==> src/rtl/pipe_stage_skid_reg.sv <==
// Elastic pipeline register with a valid/ready handshake, a 2-entry skid buffer and a synchronous flush.
// IN_READY comes straight from a flop, so the upstream ready path is fully registered.
module pipe_stage_skid_reg #(
  parameter int DATA_W = 64,
  parameter int CTRL_W = 16
) (
  input  logic              CLK,
  input  logic              RESET,
  input  logic              FLUSH,
  input  logic              IN_VALID,
  output logic              IN_READY,
  input  logic [DATA_W-1:0] IN_DATA,
  input  logic [CTRL_W-1:0] IN_CTRL,
  output logic              OUT_VALID,
  input  logic              OUT_READY,
  output logic [DATA_W-1:0] OUT_DATA,
  output logic [CTRL_W-1:0] OUT_CTRL,
  output logic [1:0]        COUNT
);

  // state   | meaning
  // S_EMPTY | no word held, OUT_VALID=0
  // S_ONE   | main entry holds the word on OUT_*
  // S_TWO   | main and skid full, upstream held off
  typedef enum logic [1:0] {
    S_EMPTY = 2'd0,
    S_ONE   = 2'd1,
    S_TWO   = 2'd2
  } state_t;

  state_t            state, state_nxt;
  logic              in_ready_q;
  logic              in_fire, out_fire;
  logic              load_main_in, load_main_skid, load_skid;
  logic [DATA_W-1:0] main_data, skid_data;
  logic [CTRL_W-1:0] main_ctrl, skid_ctrl;

  assign IN_READY  = in_ready_q;
  assign OUT_VALID = (state != S_EMPTY);
  assign in_fire   = IN_VALID & in_ready_q;
  assign out_fire  = OUT_VALID & OUT_READY;
  assign OUT_DATA  = main_data;
  assign OUT_CTRL  = OUT_VALID ? main_ctrl : '0;
  assign COUNT     = 2'(state);

  always_comb begin
    state_nxt      = state;
    load_main_in   = 1'b0;
    load_main_skid = 1'b0;
    load_skid      = 1'b0;
    if (FLUSH) begin
      state_nxt = S_EMPTY;
    end else begin
      case (state)
        S_EMPTY: begin
          if (in_fire) begin
            state_nxt    = S_ONE;
            load_main_in = 1'b1;
          end
        end
        S_ONE: begin
          if (in_fire && out_fire) begin
            load_main_in = 1'b1;
          end else if (in_fire) begin
            state_nxt = S_TWO;
            load_skid = 1'b1;
          end else if (out_fire) begin
            state_nxt = S_EMPTY;
          end
        end
        S_TWO: begin
          if (out_fire) begin
            state_nxt      = S_ONE;
            load_main_skid = 1'b1;
          end
        end
        default: state_nxt = S_EMPTY;
      endcase
    end
  end

  always_ff @(posedge CLK or posedge RESET) begin
    if (RESET) begin
      state      <= S_EMPTY;
      in_ready_q <= 1'b1;
    end else begin
      state      <= state_nxt;
      in_ready_q <= (state_nxt != S_TWO);
    end
  end

  // Data is not cleared on flush: OUT_DATA keeps its last value while empty.
  always_ff @(posedge CLK or posedge RESET) begin
    if (RESET) begin
      main_data <= '0;
      main_ctrl <= '0;
      skid_data <= '0;
      skid_ctrl <= '0;
    end else begin
      if (load_main_in) begin
        main_data <= IN_DATA;
        main_ctrl <= IN_CTRL;
      end else if (load_main_skid) begin
        main_data <= skid_data;
        main_ctrl <= skid_ctrl;
      end
      if (load_skid) begin
        skid_data <= IN_DATA;
        skid_ctrl <= IN_CTRL;
      end
    end
  end

endmodule
==> config.mk <==
export PLATFORM = sky130hd
export DESIGN_NAME = pipe_stage_skid_reg
export DESIGN_NICKNAME = d
export VERILOG_FILES = /design/src/rtl/pipe_stage_skid_reg.sv
export SDC_FILE = /design/constraint.sdc
export NUM_CORES = 1
export LEC_CHECK = 0
export ABC_AREA = 1
export CELL_PAD_IN_SITES_DETAIL_PLACEMENT = 1
export CELL_PAD_IN_SITES_GLOBAL_PLACEMENT = 1
export CORE_UTILIZATION = 37
export DETAILED_ROUTE_END_ITERATION = 8
export PLACE_DENSITY = 0.83
export SLEW_MARGIN = 20
export SYNTH_ARGS = -nofsm -noshare
export SYNTH_HDL_FRONTEND = slang
export SYNTH_SLANG_ARGS = --single-unit
==> constraint.sdc <==
create_clock -name CLK -period 6.9 [get_ports CLK]
set_input_delay 1.38 -clock CLK [delete_from_list [all_inputs] [get_ports CLK]]
set_output_delay 1.38 -clock CLK [all_outputs]
set_load 0.05 [all_outputs]
### Word level (Yosys, flattened, before mapping)

Cells that the tools add are included.

* eq/ne operators: 3
* multiplexer cells: 22
* bitwise logic cells: 2
* reduce and logical (&&, ||, !) cells: 4

Operators with widths (count)
* $mux W64: 2
* $mux W16: 3
* $mux W2: 6
* $mux W1: 9
* $pmux W2 S3: 1
* $reduce_bool A2 Y1: 2
* $and A1 B1 Y1: 2
* $eq A2 B1 Y1 const B: 1
* $eq A2 B2 Y1 const B: 1
* $logic_not A2 Y1: 1
* $ne A2 B2 Y1 const B: 1
* $pmux W1 S2: 1
* $logic_and A1 B1 Y1: 1

* bits in registers: 163
* input bits: 85
* output and inout port bits: 84
* logic and storage cells: 37

### Logic depth before layout (Yosys ltp)

* depth in word-level cells: 8
* mapped depth: 9
* gate-level depth less buffers: 7

### Worst setup path before layout

Ideal clock, no wire load.

* path type: register to output
* start point: register state[0], in the netlist COUNT[0]
* end point: output OUT_CTRL[10]
* arrival: 1.821 ns
* required time: 5.520 ns
* path slack: 3.699 ns
* stages on the path, launching flop included: 5
* path through: dfrtp_1 buf_2 nor2_4 buf_1 nor2_1

* longest elaborated chain between the ends: 2

RTL lines
* start, declared: RTL line 31 `state_t state, state_nxt;`
* start signal, assigned: RTL line 87 `state <= state_nxt;`
* $reduce_bool A2 Y1: RTL line 39 `assign OUT_VALID = (state != S_EMPTY);`
* $mux W16: RTL line 43 `assign OUT_CTRL = OUT_VALID ? main_ctrl : '0;`
* end, declared: RTL line 17 `output logic [CTRL_W-1:0] OUT_CTRL,`

No other way between the ends.

### Worst setup path after layout

* start point: input OUT_READY
* end point: register main_data[31], in the netlist OUT_DATA[31]

* longest elaborated chain between the ends: 6
* elaborated cells between the ends (all ways): 10
* classes of those cells: mux: 7; bitwise: 1; reduce/logical: 2

RTL lines
* start, declared: RTL line 15 `input logic OUT_READY,`
* $and A1 B1 Y1 (*): RTL line 41 `assign out_fire = OUT_VALID & OUT_READY;`
* $logic_and A1 B1 Y1: RTL line 62 `if (in_fire && out_fire) begin`
* $mux W1: RTL line 62
* $pmux W1 S2: RTL line 54 `case (state)`
* $mux W1: RTL line 51 `if (FLUSH) begin`
* $mux W64 / $reduce_bool A2 Y1 (equally long branches)
* end signal, assigned: RTL line 104 `main_data <= skid_data;`
* end, declared: RTL line 35 `logic [DATA_W-1:0] main_data, skid_data;`

Mark *: on every way between the ends. The rest lies on a longest branch, timed or not.
A chain may end at the register's enable or synchronous reset.

==> summary.md <==
| Metric | Value |
|---|---|
| Slew headroom | 30.4% |
| Clock buffer depth | 2 |
| CTS Sinks | approximately 160 |
| R2r startpoint | COUNT[0] |
| Core Rows | 52 |
| First-pass GRT wire length | 40000 um |
| CTS tree | done |
| H-Tree Depth | 4 |
| Vias in the first global route | ~7.7k |
| 1st-iter DRT viols | 380 |
| Hold Buf Count CTS | 0 |
| Met3 Use GR | ~4.4% |
| CP dominant cell by count | nand2_1 |
| GRT Overall Usage | a little under a quarter |
| Syn_nets | 1104 |
| Unrepaired setup endpoints after global routing | false |
| Seq/Total Area, Yosys | between 50% and 60% |
| Synthesis-to-finish area growth | 31.3% |
| DRT Pass-1 Iters | 4 |
| CP Cell Sequence | clkdlybuf4s50_1 -> o21ai_1 -> nand2_4 -> nand2_4 -> buf_4 -> nand2_1 -> nand2_1 -> nand2_1 |
| Worst hold path class | flip-flop to flip-flop |
| CP arrival | 4.60 ns |
| Final wirelength | between 20000 and 25000 um |
| Max Fclk | 234 MHz |
| Cts bufs inserted | 17 |
| Multi-input gate area | roughly 3000 um^2 |
| Initial core utilization | between 30% and 40% |
| Cell area after synthesis | 7800 um^2 |
| Final Core Density | 50.1% |
| Syn avg cell area | roughly 7.7 um^2 |
| Most common cell after layout, fill and taps aside | nand2_1 |
| Die Wd | between 100 and 150 um |
| Vias | 7271 |
| Clk Latency, worst-skew pair | 0.44 ns |
| Number of nets in the final layout | 1222 |
| DP Wirelength | 14300 um |
| Fill cells | 2508 |
| Post-Route Setup TNS | 0 ns |
| Setup CP Type | primary input to flip-flop |
| Die ar. | 21700 um^2 |
| Number of synthesis warnings | 0 |
| Crit start category | primary input |
| Mean number of vias per cell | between 5 and 6 |
| Worst-path clk slew | 0.07 ns |
| Largest net degree at the start of global routing | 103 |
| Final non-filler cell area | 10200 um^2 |
| Synth cell types | 20 |
| Compound-Gate Fraction of Synth Area | 5.29% |
| Core area | approximately 20000 um^2 |
| Hold Fails Final Rpt | 0 |
| GRT overflow | 0 |
| # DRC | 0 |
| Worst setup path startpoint | OUT_READY |
| Final setup fails | 0 |
| Crit-path max FO | 90 |
| IO Pins | 169 |
| Post-route ant nets | 0 |
| Clk Tree Root Cell | clkbuf_16 |
| Fin. max-slew vios | 0 |
| GR Util met2 | approximately two fifths |
| WL/cell | 16.7 um |
| Initial antenna violation count | 2 |
| Outcome | finished, final reports clean |
| Share of cells above drive strength 1 | between 4 and 5% |
| Total Power | roughly 3.6 mW |
| Commonest non-fill, non-tap cells in the layout | nand2_1, nand3_1, clkdlybuf4s50_1, dfrtp_1, inv_1 |
| Met1 Usage GRT | 30.6% |
| Slew @ Worst Pin | 1.04 ns |
| Pwr dens | about 360 nW/um^2 |
| Reg area | between 4000 and 5000 um^2 |
| Yosys reg bits | 163 |
| P_leak | about 5.2 nW |
| Hold path start | skid_data[44] |
| Worst Path Required | 7.22 ns |
| Cells after Synth | approximately 1.0k |
| Crit-path max cell delay | 0.98 ns |
| Maximum vdd drop | 0.188 mV |
| Synth Area in Simple Gates | 33.1% |
| Postcts setup bufs | 0 |
| Main combinational cell family by area after synthesis | simple AND/OR/NAND/NOR gates |
| Inserted Diodes | 0 |
| Placed instance area | between 9000 and 10000 um^2 |
| Crit path time final | 4.28 ns |
| Tcrit/Tclk final | slightly above 60% |
| Most used routing layer | met2 |
| Die span in y | approximately 150 um |
| CP max-delay cell | nand2_4 |
| Multiplexer share of the synthesized area | 0% |
| Post-cts resize count | 0 |
| Max-cap viol count | 0 |
| Final RePlAce weighted congestion | 0.766 |
| Synth Area in Adders | 0% |
| CP Capture Type | flip-flop |
| Port Buffer Count | 168 |
| XOR/XNOR Fraction of Synth Area | 0% |
| Worst Skew | ~0.014 ns |
report_power, final:
part           total, mW  internal (mW)  switching, mW
sequential          1.40           1.23          0.172
clock               1.09          0.684          0.410
combinational       1.15          0.390          0.763
total               3.65           2.30           1.34
state kept, by name, summed over array words and instances (netlist names):
| name | cells |
|---|---|
| OUT_DATA | 64 |
| skid_data | 64 |
| main_ctrl | 16 |
| skid_ctrl | 16 |
| COUNT | 2 |
| IN_READY | 1 |
kinds of logic (layout without fill, tap and decap cells):
group | Yosys count | in the layout
flops | 163 | 163
buf+inv | 178 | 309
compound gates | 82 | 82
simple gates | 596 | 596
area by class of cell:
type | count | area share (%)
Tap cell | 270 | 3.30
Multi-Input combinational cell | 678 | 29.5
Timing Repair Buffer | 175 | 17.0
Clock inverter | 15 | 2.48
Inverter | 102 | 3.79
Sequential cell | 163 | 39.8
Clock buffer | 17 | 4.15
path summary, 6_finish.rpt:
| path | slack [ns] | endpoint | cells past startpoint |
|---|---|---|---|
| max | 2.62 | OUT_DATA[31] | 8 |
| min | 0.49 | skid_data[44] | 2 |
| max reg2reg | 3.32 | OUT_DATA[31] | 7 |
| min reg2reg | 0.49 | skid_data[44] | 2 |
| max in group asynchronous | 4.51 | main_ctrl[7] | 3 |
| min in group asynchronous | 1.24 | OUT_DATA[62] | 2 |
cell usage after synthesis, drive strengths merged:
library cell / n / share of area [%]
a22oi: 1 / 0.096
buf: 39 / 2.7
clkbuf: 37 / 1.8
dfrtp: 162 / 52
dfstp: 1 / 0.34
inv: 102 / 4.9
nand2: 330 / 16
nand3: 241 / 16
nand4: 2 / 0.16
nor2: 23 / 1.4
o21ai: 81 / 5.2
worst max-delay path, delay by kind of cell:
family | cells | cell delay (ns)
simple gates | 5 | 1.86
buf+inv | 2 | 1.13
compound gates | 1 | 0.15
per-layer routing:
| metal | up-vias | routed length [um] |
|---|---|---|
| met5 | - | 13 |
| met3 | 35 | 989 |
| met4 | 2 | 501 |
| met2 | 180 | 11500 |
| met1 | 3575 | 10700 |
| li1 | 3479 | - |
per-stage QoR:
step | setup WS, ns | cells | hold slack [ns]
global route | 2.30 | 1420 | 0.511
global placement | 2.22 | 1388 | 0.467
finish | 2.62 | 1420 | 0.487
floorplan | 1.12 | 1019 | 0.454
CTS | 2.59 | 1420 | 0.490
detailed placement | 2.16 | 1388 | 0.473
Note: power is estimated with default switching activity, not from simulation.
